File: config.mk
export PLATFORM = sky130hd
export DESIGN_NAME = ampel_ctrl
export DESIGN_NICKNAME = d
export VERILOG_FILES = /design/src/rtl/ampel_ctrl.sv
export SDC_FILE = /design/constraint.sdc
export NUM_CORES = 1
export LEC_CHECK = 0
export CORE_ASPECT_RATIO = 0.7
export CORE_MARGIN = 4
export CORE_UTILIZATION = 35
export CTS_CLUSTER_DIAMETER = 80
export DETAILED_ROUTE_END_ITERATION = 10
export SYNTH_ARGS = -nofsm -noshare
export SYNTH_HDL_FRONTEND = slang
export SYNTH_SLANG_ARGS = --single-unit
File: constraint.sdc
create_clock -name CLK -period 2.8 [get_ports CLK]
set_input_delay 0.84 -clock CLK [delete_from_list [all_inputs] [get_ports CLK]]
set_output_delay 0.84 -clock CLK [all_outputs]
set_load 0.05 [all_outputs]
File: src/rtl/ampel_ctrl.sv
// Traffic-light sequencer for one car signal and one pedestrian crossing.
// It has a tick prescaler, a latch for pedestrian requests, night-flash mode and a countdown digit.
module ampel_ctrl #(
  parameter int TICK_DIV = 12000000,
  parameter int T_GRN    = 9,
  parameter int T_YEL    = 3,
  parameter int T_PED    = 7,
  parameter int T_CLR    = 2,
  parameter int T_RY     = 1
) (
  input  logic       CLK,
  input  logic       RES,
  input  logic       REQ,
  input  logic       NIGHT,
  output logic       CAR_R,
  output logic       CAR_Y,
  output logic       CAR_G,
  output logic       PED_R,
  output logic       PED_G,
  output logic       WAIT,
  output logic [3:0] DIGIT,
  output logic       TICK
);

  localparam int              PW         = $clog2(TICK_DIV);
  localparam logic [PW-1:0]   PRESC_LAST = PW'(TICK_DIV - 1);

  typedef enum logic [2:0] {
    CAR_GO, CAR_STOP, PED_GO, ALL_RED, CAR_PREP, FLASH
  } state_t;

  state_t          state_reg, state_next;
  logic [PW-1:0]   presc_reg;
  logic            tick;
  logic [1:0]      async_in;
  logic            req_s, night_s, req_dly_reg, req_rise;
  logic            req_pend_reg, req_pend_next;
  logic            night_pend_reg, night_pend_next;
  logic            flash_y_reg, flash_y_next;
  logic            entering_ped;
  logic [3:0]      digit_reg, digit_next;
  logic [4:0]      lamp_reg, lamp_next;   // {CAR_R, CAR_Y, CAR_G, PED_R, PED_G}

  function automatic logic [3:0] phase_len(input state_t s);
    case (s)
      CAR_GO:   return 4'(T_GRN);
      CAR_STOP: return 4'(T_YEL);
      PED_GO:   return 4'(T_PED);
      CAR_PREP: return 4'(T_RY);
      FLASH:    return 4'd15;
      default:  return 4'(T_CLR);
    endcase
  endfunction

  assign tick     = (presc_reg == PRESC_LAST);
  assign async_in = {NIGHT, REQ};

  genvar gi;
  generate
    for (gi = 0; gi < 2; gi++) begin : g_sync
      logic meta_reg, sync_reg;
      always_ff @(posedge CLK) begin
        if (!RES) begin
          meta_reg <= 1'b0;
          sync_reg <= 1'b0;
        end else begin
          meta_reg <= async_in[gi];
          sync_reg <= meta_reg;
        end
      end
    end
  endgenerate

  assign req_s    = g_sync[0].sync_reg;
  assign night_s  = g_sync[1].sync_reg;
  assign req_rise = req_s & ~req_dly_reg;

  always_comb begin
    state_next      = state_reg;
    digit_next      = digit_reg;
    night_pend_next = night_pend_reg;
    flash_y_next    = flash_y_reg;
    if (tick) begin
      case (state_reg)
        CAR_GO:
          if (digit_reg == 4'd0) begin
            if (req_pend_reg) begin
              state_next = CAR_STOP;
            end else if (night_s) begin
              state_next      = CAR_STOP;
              night_pend_next = 1'b1;
            end
          end
        CAR_STOP: if (digit_reg == 4'd0) state_next = night_pend_reg ? ALL_RED : PED_GO;
        PED_GO:   if (digit_reg == 4'd0) state_next = ALL_RED;
        ALL_RED:  if (digit_reg == 4'd0) state_next = (night_pend_reg || night_s) ? FLASH : CAR_PREP;
        CAR_PREP: if (digit_reg == 4'd0) state_next = CAR_GO;
        FLASH:
          if (!night_s) state_next = ALL_RED;
          else          flash_y_next = ~flash_y_reg;
        default:  state_next = ALL_RED;
      endcase
      // No state ever transitions to itself, so a change of state marks a phase entry
      if (state_next != state_reg) begin
        digit_next = phase_len(state_next);
        if (state_next == FLASH) begin
          night_pend_next = 1'b0;
          flash_y_next    = 1'b1;
        end
      end else if (state_reg != FLASH && digit_reg != 4'd0) begin
        digit_next = digit_reg - 4'd1;
      end
    end

    entering_ped  = (state_next == PED_GO) && (state_reg != PED_GO);
    req_pend_next = entering_ped ? 1'b0 : (req_pend_reg | req_rise);

    case (state_next)
      CAR_GO:   lamp_next = 5'b00110;
      CAR_STOP: lamp_next = 5'b01010;
      PED_GO:   lamp_next = 5'b10001;
      CAR_PREP: lamp_next = 5'b11010;
      FLASH:    lamp_next = {1'b0, flash_y_next, 3'b000};
      default:  lamp_next = 5'b10010;
    endcase
  end

  always_ff @(posedge CLK) begin
    if (!RES) begin
      state_reg      <= ALL_RED;
      presc_reg      <= '0;
      digit_reg      <= 4'(T_CLR);
      req_pend_reg   <= 1'b0;
      night_pend_reg <= 1'b0;
      flash_y_reg    <= 1'b0;
      req_dly_reg    <= 1'b0;
      lamp_reg       <= 5'b10010;
    end else begin
      state_reg      <= state_next;
      presc_reg      <= tick ? '0 : presc_reg + PW'(1);
      digit_reg      <= digit_next;
      req_pend_reg   <= req_pend_next;
      night_pend_reg <= night_pend_next;
      flash_y_reg    <= flash_y_next;
      req_dly_reg    <= req_s;
      lamp_reg       <= lamp_next;
    end
  end

  assign {CAR_R, CAR_Y, CAR_G, PED_R, PED_G} = lamp_reg;
  assign WAIT  = req_pend_reg;
  assign DIGIT = digit_reg;
  assign TICK  = tick;

endmodule

==> reports/metrics.csv <==
stage,metric,value,unit
status,status,"finished, final reports clean",
synth,Yosys reg bits,44,
final_layout,area grow syn2layout,16.9,%
synth,Cells after Synth,235,
synth,Synth cell types,52,
placement,DP Cell Count,319,
power,P per Cell Area,484,nW/um2
synth,Syn Std Cell Area,2110,um2
cts,Resize count post-CTS,0,
grt,global route overflow,0,
timing,f_max,0.388,GHz
synth,commonest cells in the netlist,"dfxtp_1, nor2_1, nand2_1",
hold_path,hold path depth,1,
floorplan,Core Footprint,5780,um2
timing,fin. max-slew vios,0,
routing,DRT iter0 DRCs,85,
synth,Post-synth EDFFs,0,
synth,top-count cell post-synth,dfxtp_1,
synth,Mapped Avg Cell Area,8.98,um2
cts,root buf cell,clkbuf_8,
floorplan,Die ar.,7360,um2
synth,post-synth top area share,41.7,%
worst_setup_path,critical path arrival,1.74,ns
synth,async set-reset flop share out of synthesis,0,%
timing,final hold vios,0,
placement,pre-CTS setup slack,0.367,ns
floorplan,chip height,73.0,um
routing,final wirelength,4040,um
worst_setup_path,critical path data required time,1.96,ns
final_layout,share of post-route cells with drive strength above 1,12.3,%
timing,Slew HR,64.2,%
run,MaxCap Viol Count,0,
floorplan,I/O Pins,15,
power,Static Leakage,0.000897,uW
timing,final setup fails,0,
cts,setup bufs post-CTS,0,
final_layout,antenna fix cells,0,
timing,Worst-Margin Slew,0.535,ns
worst_setup_path,element type at the critical path start,register,
worst_setup_path,crit path to,TICK,
routing,DR vias,1596,
power,maximum vdd drop,0.174,mV
synth,Synth area leaders,"dfxtp_1, nor2_1, xor2_1",
routing,average wire per standard cell,12.4,um
grt,largest net degree at the start of global routing,23,
routing,vias per cell,4.88,
floorplan,standard-cell rows,23,
synth,Ys Warns,0,
placement,IO buf count,14,
cts,CTS Hold Bufs,0,
worst_setup_path,r2r setup slk,0.48,ns
final_layout,Finished Layout Cells,327,
timing,final setup margin,0.224,ns
synth,Post-Syn Nets,241,
routing,Pre-antenna DRT Iters,4,
floorplan,Initial Util,36.5,%
worst_setup_path,Crit Path Max Fanout,5,
cts,latest clock arrival within the worst-skew pair,0.29,ns
cts,Clock Path Buffers,2,
worst_setup_path,launching point of the worst reg2reg path,DIGIT[0],
grt,GRT busiest layer,met1,
placement,Final HPWL DP,2910,um
routing,ANT nets after route,0,
worst_setup_path,Critical R2R Capture,DIGIT[2],
worst_setup_path,Worst setup EP type,output port,
worst_setup_path,worst r2r path cells,8,
synth,top cell type by total area after synthesis,dfxtp_1,
synth,sequential share of the synthesized area,41.7,%
final_layout,fillcell total,565,
final_layout,register area,881,um2
grt,met2 usage,15.3,%
floorplan,Die X,101,um
cts,Clock Pin Slew Worst Setup and Hold Paths,0.08,ns
worst_setup_path,CP Class,register to output port,
grt,first-pass GRT wire length,7220,um
timing,Final period util,92.0,%
final_layout,max reg flops,24,
timing,setup_tns,0,ns
cts,Clock Sinks,44,
timing,Period minus WS final,2.58,ns
timing,RSZ-0062 raised after global routing,false,
timing,clk_skew,0.0117,ns
grt,GR Layer Usage met3,3.15,%
grt,vias in the first global route,1501,
placement,Placer Congestion,0.749,
grt,Global Route met1 Usage,20.0,%
grt,initial antenna violation count,0,
final_layout,Layout Utilization,42.7,%
final_layout,# nets final,257,
grt,GRT Overall Usage,12.3,%
cts,CTS tree,built,
cts,H-tree depth,2,
hold_path,hold crit path type,register to register,
power,Final Power,1190,uW
cts,Num CTS Buffers,5,
final_layout,multi-input logic area,1170,um2
synth,Synth Flop Type,dfxtp_1,
worst_setup_path,start point of the critical path,presc_reg[0],
routing,Residual DRC,0,
[cells in the final DEF, fill, tap and decap left out, types with 7 or more instances in the layout]
master and n:
clkbuf_8 7, and2_1 7, nand3_1 9, nand2_1 19, xnor2_1 11, dfxtp_1 44
clkdlybuf4s50_1 13, xor2_1 12, nor2_1 38, a21oi_1 8
[area by class of cell]
| type | count | area share [%] |
|---|---|---|
| sequential | 44 | 35.7 |
| multi-input combinational | 176 | 47.5 |
| inverter | 8 | 1.22 |
| tap | 75 | 3.80 |
| clock buffer | 7 | 3.90 |
| clock inverter | 1 | 1.22 |
| timing repair buffer | 16 | 6.69 |
[worst max-delay path, cell delays in order, from the launching register on]
cell	delay (ns)
dfxtp_1	0.39
ha_2	0.25
nand4_4	0.15
nor4_4	0.22
and4_2	0.30
buf_12	0.14
[through the flow]
step | area (um2) | hold slack (ns)
after floorplan | 2110 | 0.412
after global placement | 2340 | 0.415
after detailed placement | 2340 | 0.422
after CTS | 2460 | 0.442
after global routing | 2470 | 0.469
final | 2470 | 0.440
[worst min-delay path by stage]
stage,end,start,slack [ns]
after floorplan,g_sync[0].sync_reg,g_sync[0].meta_reg,0.41
after global placement,g_sync[0].sync_reg,g_sync[0].meta_reg,0.42
after detailed placement,g_sync[1].sync_reg,g_sync[1].meta_reg,0.42
after CTS,g_sync[1].sync_reg,g_sync[1].meta_reg,0.44
after global routing,g_sync[0].sync_reg,g_sync[0].meta_reg,0.47
final,g_sync[1].sync_reg,g_sync[1].meta_reg,0.44
[where the power goes]
group	switching, uW	internal (uW)	leakage, uW
combinational	18.3	12.6	0.000476
sequential	6.80	633	0.000356
clock	208	315	0.0000645
[kinds of logic (layout without fill, tap and decap cells)]
group,Yosys count,count (layout),share of synthesized area [%]
AOI/OAI and AO/OA,32,32,10.8
and+or+nand+nor,114,114,31.1
adders and majority gates,2,2,1.19
DFF,44,44,41.7
xor gates and xnor gates,23,23,9.54
muxes,5,5,2.79
buffers and inverters,15,32,2.90
[routing by layer]
| metal | wire, um | vias up |
|---|---|---|
| met5 | 0 | - |
| met4 | 21 | 0 |
| met3 | 152 | 2 |
| met2 | 1460 | 27 |
| met1 | 2410 | 714 |
| li1 | - | 853 |
(Power assumes the default switching activity.)
